--- src/rtl/sumador_defs.vh ---
// sumador_defs.vh
// Shared definitions for the multi-cycle adder:
//   - FSM state encodings (S_IDLE, S_RUN, S_DONE)
//   - SUMADOR_CHECK_PARAMS(W, C): elaboration-time legality check of WIDTH/CHUNK
`ifndef SUMADOR_DEFS_VH
`define SUMADOR_DEFS_VH

localparam logic [1:0] S_IDLE = 2'd0;
localparam logic [1:0] S_RUN  = 2'd1;
localparam logic [1:0] S_DONE = 2'd2;

// Rejects a width/chunk pair that does not split the word into whole chunks.
`define SUMADOR_CHECK_PARAMS(W, C) \
    if (((W) < 1) || ((C) < 1) || ((C) > (W)) || (((W) % (C)) != 0)) begin : g_param_error \
        $error("sumador_multiciclo: illegal WIDTH/CHUNK combination"); \
    end

`endif

--- src/rtl/sumador_pkg.sv ---
// sumador_pkg
// Types and helpers shared by the multi-cycle adder files.
//   state_t   : FSM state type, values taken from sumador_defs.vh
//   idx_width : width of the chunk index counter (at least 1 bit)
package sumador_pkg;

`include "sumador_defs.vh"

    typedef enum logic [1:0] {
        ST_IDLE = S_IDLE,
        ST_RUN  = S_RUN,
        ST_DONE = S_DONE
    } state_t;

    function automatic int idx_width(input int n);
        return (n > 1) ? $clog2(n) : 1;
    endfunction

endpackage

--- src/rtl/sumador_bloque.sv ---
// sumador_bloque
// Combinational ripple-carry adder of CHUNK full-adder cells.
// Ports:
//   a, b     in  CHUNK  chunk operands
//   cin      in  1      carry into bit 0
//   s        out CHUNK  chunk sum
//   cout     out 1      carry out of the top bit
//   c_msb_in out 1      carry into the top bit (used for signed overflow)
module sumador_bloque #(
    parameter int CHUNK = 2
) (
    input  logic [CHUNK-1:0] a,
    input  logic [CHUNK-1:0] b,
    input  logic             cin,
    output logic [CHUNK-1:0] s,
    output logic             cout,
    output logic             c_msb_in
);

    logic [CHUNK:0] c;

    assign c[0] = cin;

    generate
        for (genvar gi = 0; gi < CHUNK; gi++) begin : g_fa
            assign s[gi]    = a[gi] ^ b[gi] ^ c[gi];
            assign c[gi+1]  = (a[gi] & b[gi]) | (c[gi] & (a[gi] ^ b[gi]));
        end
    endgenerate

    assign cout     = c[CHUNK];
    assign c_msb_in = c[CHUNK-1];

endmodule

--- src/rtl/sumador_multiciclo.sv ---
// sumador_multiciclo
// Multi-cycle adder: s = a + b + ci over WIDTH bits, CHUNK bits per clock,
// carry registered between chunks. start/busy/done handshake.
// Optional feature macro: SUMADOR_OVF_EN adds the signed-overflow output ovf.
// Ports:
//   clk   in  1      clock, rising edge
//   rst   in  1      asynchronous active-high reset
//   start in  1      request, accepted in IDLE or DONE
//   a, b  in  WIDTH  operands, captured with an accepted start
//   ci    in  1      carry in, captured with an accepted start
//   busy  out 1      high while chunks are being added
//   done  out 1      one-cycle pulse, s/co (and ovf) valid
//   s     out WIDTH  sum, held until the next completion
//   co    out 1      carry out of the MSB
//   ovf   out 1      signed overflow (SUMADOR_OVF_EN only)
`include "sumador_defs.vh"

module sumador_multiciclo
    import sumador_pkg::*;
#(
    parameter int WIDTH = 8,
    parameter int CHUNK = 2
) (
    input  logic             clk,
    input  logic             rst,
    input  logic             start,
    input  logic [WIDTH-1:0] a,
    input  logic [WIDTH-1:0] b,
    input  logic             ci,
    output logic             busy,
    output logic             done,
    output logic [WIDTH-1:0] s,
    output logic             co
`ifdef SUMADOR_OVF_EN
    ,
    output logic             ovf
`endif
);

    localparam int NCHUNK = WIDTH / CHUNK;
    localparam int IDX_W  = idx_width(NCHUNK);

    `SUMADOR_CHECK_PARAMS(WIDTH, CHUNK)

    state_t           state_reg, state_next;
    logic [IDX_W-1:0] idx_reg, idx_next;
    logic             carry_reg, carry_next;
    logic [WIDTH-1:0] op_a_reg, op_a_next;
    logic [WIDTH-1:0] op_b_reg, op_b_next;
    logic [WIDTH-1:0] acc_reg, acc_next;
    logic [WIDTH-1:0] s_reg, s_next;
    logic             co_reg, co_next;
    logic             busy_reg, busy_next;
    logic             done_reg, done_next;

    logic [CHUNK-1:0] chunk_a, chunk_b, chunk_s;
    logic             chunk_cout;
    int               base;
    logic             last_chunk;

    assign base       = int'(idx_reg) * CHUNK;
    assign last_chunk = (int'(idx_reg) == NCHUNK - 1);
    assign chunk_a    = op_a_reg[base +: CHUNK];
    assign chunk_b    = op_b_reg[base +: CHUNK];

`ifdef SUMADOR_OVF_EN
    logic chunk_c_msb;
    logic ovf_reg, ovf_next;
`else
    logic unused_c_msb;
`endif

    sumador_bloque #(
        .CHUNK (CHUNK)
    ) u_bloque (
        .a        (chunk_a),
        .b        (chunk_b),
        .cin      (carry_reg),
        .s        (chunk_s),
        .cout     (chunk_cout),
`ifdef SUMADOR_OVF_EN
        .c_msb_in (chunk_c_msb)
`else
        .c_msb_in (unused_c_msb)
`endif
    );

    always_ff @(posedge clk or posedge rst) begin
        if (rst) begin
            state_reg <= ST_IDLE;
            idx_reg   <= '0;
            carry_reg <= 1'b0;
            op_a_reg  <= '0;
            op_b_reg  <= '0;
            acc_reg   <= '0;
            s_reg     <= '0;
            co_reg    <= 1'b0;
            busy_reg  <= 1'b0;
            done_reg  <= 1'b0;
        end else begin
            state_reg <= state_next;
            idx_reg   <= idx_next;
            carry_reg <= carry_next;
            op_a_reg  <= op_a_next;
            op_b_reg  <= op_b_next;
            acc_reg   <= acc_next;
            s_reg     <= s_next;
            co_reg    <= co_next;
            busy_reg  <= busy_next;
            done_reg  <= done_next;
        end
    end

    always_comb begin
        state_next = state_reg;
        idx_next   = idx_reg;
        carry_next = carry_reg;
        op_a_next  = op_a_reg;
        op_b_next  = op_b_reg;
        acc_next   = acc_reg;
        s_next     = s_reg;
        co_next    = co_reg;
`ifdef SUMADOR_OVF_EN
        ovf_next   = ovf_reg;
`endif

        case (state_reg)
            ST_IDLE, ST_DONE: begin
                // DONE accepts a new request exactly like IDLE, giving
                // one result every NCHUNK+1 cycles when start is held.
                if (start) begin
                    op_a_next  = a;
                    op_b_next  = b;
                    carry_next = ci;
                    idx_next   = '0;
                    state_next = ST_RUN;
                end else begin
                    state_next = ST_IDLE;
                end
            end
            ST_RUN: begin
                acc_next[base +: CHUNK] = chunk_s;
                carry_next              = chunk_cout;
                if (last_chunk) begin
                    // acc_next already includes the final chunk, so s never
                    // exposes a partial sum.
                    s_next     = acc_next;
                    co_next    = chunk_cout;
`ifdef SUMADOR_OVF_EN
                    ovf_next   = chunk_c_msb ^ chunk_cout;
`endif
                    idx_next   = '0;
                    state_next = ST_DONE;
                end else begin
                    idx_next   = idx_reg + 1'b1;
                end
            end
            default: state_next = ST_IDLE;
        endcase

        busy_next = (state_next == ST_RUN);
        done_next = (state_next == ST_DONE);
    end

    assign busy = busy_reg;
    assign done = done_reg;
    assign s    = s_reg;
    assign co   = co_reg;

`ifdef SUMADOR_OVF_EN
    always_ff @(posedge clk or posedge rst) begin
        if (rst) begin
            ovf_reg <= 1'b0;
        end else begin
            ovf_reg <= ovf_next;
        end
    end

    assign ovf = ovf_reg;
`endif

endmodule

--- config.mk ---
export PLATFORM = sky130hd
export DESIGN_NAME = sumador_multiciclo
export DESIGN_NICKNAME = d
export VERILOG_FILES = /design/src/rtl/sumador_pkg.sv /design/src/rtl/sumador_bloque.sv /design/src/rtl/sumador_multiciclo.sv
export VERILOG_INCLUDE_DIRS = /design/src /design/src/rtl
export SDC_FILE = /design/constraint.sdc
export NUM_CORES = 1
export LEC_CHECK = 0
export ABC_AREA = 0
export CAP_MARGIN = 20
export CORE_MARGIN = 3
export CORE_UTILIZATION = 49
export CTS_CLUSTER_SIZE = 8
export DETAILED_ROUTE_END_ITERATION = 12
export HOLD_SLACK_MARGIN = 0.08
export PLACE_DENSITY = 0.74
export SETUP_SLACK_MARGIN = 0.15
export SYNTH_ARGS = -nofsm -noshare
export SYNTH_HDL_FRONTEND = slang
export SYNTH_SLANG_ARGS = --single-unit
--- constraint.sdc ---
create_clock -name clk -period 3.55 [get_ports clk]
set_input_delay 0.8875 -clock clk [delete_from_list [all_inputs] [get_ports clk]]
set_output_delay 0.8875 -clock clk [all_outputs]
set_load 0.005 [all_outputs]
---- Word-level counts from Yosys, hierarchy flattened ----
Cells that the tools add are included.
word-level totals
  bits in registers ....................... 40
  latch bits .............................. 0
  bits in writable memories ............... 0
  ROM bits ................................ 0
  input port bits ......................... 20
  word-level logic and storage cells ...... 47
  memories ................................ 0
cells by class
  add/sub/neg operators ................... 2
  multiply operators ...................... 0
  divide/modulo/power cells ............... 0
  order comparisons ....................... 0
  equality and inequality tests ........... 6
  shift operators ......................... 4
  muxes and demuxes ....................... 9
  bitwise operators ....................... 10
  reduce and logical (&&, ||, !) cells .... 6
operators with widths
  kind                                                  count
  negator 3 -> 33 bit                                   1
  variable shift 2 x 33 -> 8 bit, first input constant  1
  variable part select 2 x 33 -> 8 bit                  1
  variable part select 8 x 4 -> 2 bit                   2
  bitwise mux 8 bit                                     1
  one-hot mux 2 bit (2 select lines)                    2
  == test 2 x 1 -> 1 bit, second input constant         3
  2-to-1 mux 2 bit                                      3
  AND reduction 2 bit                                   3
  bitwise AND 1 bit                                     4
  == test 2 bit, second input constant                  2
  XOR 1 bit                                             4
  adder 2 x 1 -> 2 bit, second input constant           1
  zero test 2 bit                                       1
  2-to-1 mux 1 bit                                      2
  inequality test 2 bit, second input constant          1
  bitwise OR 1 bit                                      2
  one-hot mux 1 bit (2 select lines)                    1
  nonzero test 2 bit                                    1
  OR reduction 2 bit                                    1

---- Logic depth before layout (Yosys ltp) ----
  depth in word-level cells ............... 7
  mapped depth ............................ 7
  depth with buffers taken out ............ 5

---- Hierarchy ----
A second synthesis with hierarchy kept.
unflattened totals
  cell total of the unflattened synthesis .. 147
  area, all modules ....................... 1885.6 um2
modules (own cells, without submodules)
  module              instances  cells each  area each (um2)
  sumador_multiciclo  1          145         1845.5
  sumador_bloque      1          2           40.0

---- Least setup slack after synthesis ----
OpenSTA, ideal clock, no wires.
  path type ............................... reg2reg
  start point ............................. register idx_reg[0]
  end point ............................... register s_reg[1], in the netlist s[1]
  setup time .............................. 122 ps
  arrival time ............................ 2267 ps
  required time ........................... 3428 ps
  path slack .............................. 1162 ps
  cell stages (with the launch flop) ...... 8
  buffers on the path ..................... 2
  period minus slack after synthesis ...... 2388 ps
  path through ............................ dfrtp_1 > buf_6 > mux4_2 > fa_1 > fa_1 > buf_4 > a21oi_1 > a21oi_2
between the ends
  longest elaborated chain between the ends .. 7
  elaborated cells between the ends (all ways) .. 15
  those cells by class .................... 1 x add/sub; 1 x eq/ne; 4 x shift; 1 x mux; 7 x bitwise; 1 x reduce/logical
RTL lines
  what                                                    line                                                source
  start: declaration                                      sumador_multiciclo.sv:46                            logic [IDX_W-1:0] idx_reg, idx_next;
  start signal: assignment                                sumador_multiciclo.sv:102                           idx_reg <= idx_next;
  variable part select 8 x 4 -> 2 bit (on tied branches)  sumador_multiciclo.sv:63, sumador_multiciclo.sv:64
  XOR 1 bit                                               sumador_bloque.sv:26, sumador_bloque.sv:27
  bitwise AND 1 bit                                       sumador_bloque.sv:27                                assign c[gi+1] = (a[gi] & b[gi]) | (c[gi] & (a[gi] ^ b[gi]));
  bitwise OR 1 bit                                        sumador_bloque.sv:27
  XOR 1 bit                                               sumador_bloque.sv:26                                assign s[gi] = a[gi] ^ b[gi] ^ c[gi];
  variable part select 2 x 33 -> 8 bit                    sumador_multiciclo.sv:142                           acc_next[base +: CHUNK] = chunk_s;
  bitwise mux 8 bit                                       sumador_multiciclo.sv:142
  end signal: assignment                                  sumador_multiciclo.sv:107                           s_reg <= s_next;
  end: declaration                                        sumador_multiciclo.sv:51                            logic [WIDTH-1:0] s_reg, s_next;
Parallel ways exist; a longest one is shown, timed or not.
A chain may end at the register's enable or synchronous reset.

---- Final worst setup path ----
  start point ............................. register idx_reg[0]
  end point ............................... register s_reg[3], in the netlist s[3]
Same word-level chain as after synthesis.

==> flow_summary.ini <==
[timing]
final_period_minus_worst_setup_slack_ps = 2730
measured_slew_at_the_worst_slew_check_pin_ps = 1120
worst_slew_margin_rel_pct = 25.1
final-hold-violation-count = 0
final.hold.worst_slack_ps = 488
grt_setup_unrepaired = no
layout_setup_ws_ps = 822
final_min_period_over_clock_period_pct = 76.9
final.setup_skew_ps = 5.59
timing_max_transition_violations_final = 0
setup_viol_count_final = 0
finalSetupTns_ps = 0
fmaxAchievable_mhz = 367

[logic_synthesis]
syn-num-nets = 171
number_of_warning_messages_in_the_yosys_log = 0
syn_inst = 143
register_bit_count_reported_by_yosys = 40
area_share_of_the_largest_cell_type_after_synthesis_pct = 51.3
yosysTopAreaCell = sky130_fd_sc_hd__dfrtp_1
synthTopCellsByArea = sky130_fd_sc_hd__dfrtp_1 51%, sky130_fd_sc_hd__mux2_2 9.2%, sky130_fd_sc_hd__mux4_2 4.6%
sequential_element_share_of_the_synthesized_area_pct = 51.3
count_of_unique_library_cells_instantiated_by_yosys = 31
synth.cell_area_um2 = 1950
post_synth.cell_area_avg_um2 = 13.6

[power]
ir_worst_vdd_mv = 0.419
power.density_nw_per_um2 = 956
p_leak_nw = 0.986
report.power.total_mw = 2.22

[clocking]
post_cts.repair.setup_buffers = 0
clk_root_buffer_cell = sky130_fd_sc_hd__clkbuf_8
post_cts_hold_buffer_count = 0
numCtsBuffers = 5
clock_tree.htree_level_count = 2
cts.clk_slew.worst_paths_ps = 70
cts-root-to-sink-buffers = 2
clock-sinks = 40
post_cts_repair_resize_count = 0
tritoncts = yes
clock_latency_ps = 280

[drt]
drc = 0
iteration_0_drc_markers = 33
drt_pre_antenna_iters = 4
dr_total_vias = 1200
wl_um = 3330
avgViaCountPerCell = 5.41
detail_route.wl_per_cell_um = 15.0
residual_antenna_violating_net_count_after_detailed_routing = 0

[finish]
layout-area-overhead-vs-synth_pct = 19.2
final_core_occ_pct = 62.1
num_antenna_cells = 0
drive_gt1_share_pct = 24.7
final_common_cell = sky130_fd_sc_hd__dfrtp_1
layout.cells.most_common_list = 40 x sky130_fd_sc_hd__dfrtp_1, 30 x sky130_fd_sc_hd__clkdlybuf4s50_1, 16 x sky130_fd_sc_hd__mux2_2
nNetsFinal = 202

[global_routing]
track_usage_pct = 15.8
first_global_vias = 1298
grt_overflow_total = 0
groute.layer.met2.usage_pct = 26.4
maximum_number_of_pins_on_one_net_before_global_route_repair = 24
top_usage_layer = met2
antenna_found_initial = 0
grt_pass1_wl_um = 5980
use_met3_pct = 4.96
gr-usage-met1_pct = 19.4

[floorplan]
floorplan.die_area_um2 = 4770
core_um2 = 3740
die_width_um = 69.1
initial_core_util_pct = 52.1
std_cell_rows = 22
die_y_um = 69.1
number_of_i_o_pins = 31

[worst_hold_path]
worstHoldPathType = reg -> reg

[worst_setup_path]
largest_driver_fanout_on_the_critical_path = 14
critical_path_arrival_ps = 2940
timing.setup.critical_path_class = reg -> reg
worst-endpoint-required_ps = 3760
critical_path.endpoint_type = register
worst_setup_path_start_kind = register

[flow_run]
maxCapViolations = 0

[place]
gp_routability_congestion = 0.769
pre_cts_ws_ps = 821
dpl.hpwl_um = 2440
port_buffers = 30

[run_status]
result_of_the_run = completed
[synthesized netlist by cell type]
cell type and count:
sky130_fd_sc_hd__dfrtp_1 40, sky130_fd_sc_hd__mux2_2 16, sky130_fd_sc_hd__a21oi_1 11, sky130_fd_sc_hd__nor2b_1 9, sky130_fd_sc_hd__a32o_1 8, sky130_fd_sc_hd__nor2_1 8, sky130_fd_sc_hd__ha_1 6, sky130_fd_sc_hd__a21oi_2 5
sky130_fd_sc_hd__nand2_1 5, sky130_fd_sc_hd__mux4_2 4, sky130_fd_sc_hd__buf_4 3, sky130_fd_sc_hd__buf_6 3, sky130_fd_sc_hd__inv_1 3, sky130_fd_sc_hd__and4bb_4 2, sky130_fd_sc_hd__buf_8 2, sky130_fd_sc_hd__fa_1 2
sky130_fd_sc_hd__o21bai_1 2, sky130_fd_sc_hd__a21o_1 1, sky130_fd_sc_hd__a22o_2 1, sky130_fd_sc_hd__and3b_1 1, sky130_fd_sc_hd__and3b_2 1, sky130_fd_sc_hd__and4b_1 1, sky130_fd_sc_hd__and4bb_2 1, sky130_fd_sc_hd__bufbuf_8 1
sky130_fd_sc_hd__mux2_4 1, sky130_fd_sc_hd__mux2i_1 1, sky130_fd_sc_hd__nor2_2 1, sky130_fd_sc_hd__nor2b_2 1, sky130_fd_sc_hd__nor3_1 1, sky130_fd_sc_hd__o21ai_0 1, sky130_fd_sc_hd__or2b_1 1
[area by class of cell]
type	instances	area, um^2
fill	306	1420
sequential	40	1000
multi-input combinational	91	833
timing repair buffer	33	323
clock buffer	7	96.3
tap	48	60.1
inverter	3	11.3
[routing by layer]
metal	vias up	part of all wire, %
met5	-	0
met4	0	0.93
met2	24	52
li1	572	-
met1	599	43
met3	5	4.0
[logic make-up after synthesis]
group           share of synthesized area [%]
flops                                    51.3
mux                                      15.1
fa+ha+maj                                5.90
buf+inv                                  5.97
compound gates                           11.1
simple gates                             10.6
[critical path, cell delays in order, from the launching register on]
cell and delay, ps:
sky130_fd_sc_hd__dfrtp_1 660, sky130_fd_sc_hd__mux4_2 590, sky130_fd_sc_hd__fa_1 420, sky130_fd_sc_hd__fa_1 700
sky130_fd_sc_hd__a21oi_1 140, sky130_fd_sc_hd__a21oi_2 150
[per-stage QoR]
step	cell area, um^2	cells
after floorplan	1950	143
after global placement	2230	215
after detailed placement	2230	215
after CTS	2320	222
after global routing	2320	222
final	2320	222
[power by group]
group          switching, mW  total [mW]  internal, mW
combinational          0.518        1.09         0.569
clock                  0.144       0.317         0.173
sequential             0.149       0.817         0.669
[final timing paths]
path | start | to | slack [ps] | depth (start not counted)
max in group asynchronous | rst | op_a_reg[0] | 1790 | 3
min reg2reg | acc_reg[5] | acc_reg[5] | 490 | 1
max reg2reg | idx_reg[0] | s[3] | 820 | 5
max | idx_reg[0] | s[3] | 820 | 5
min | acc_reg[5] | acc_reg[5] | 490 | 1
min in group asynchronous | rst | done | 1090 | 2
No activity file was read; power rests on OpenSTA's default activity.
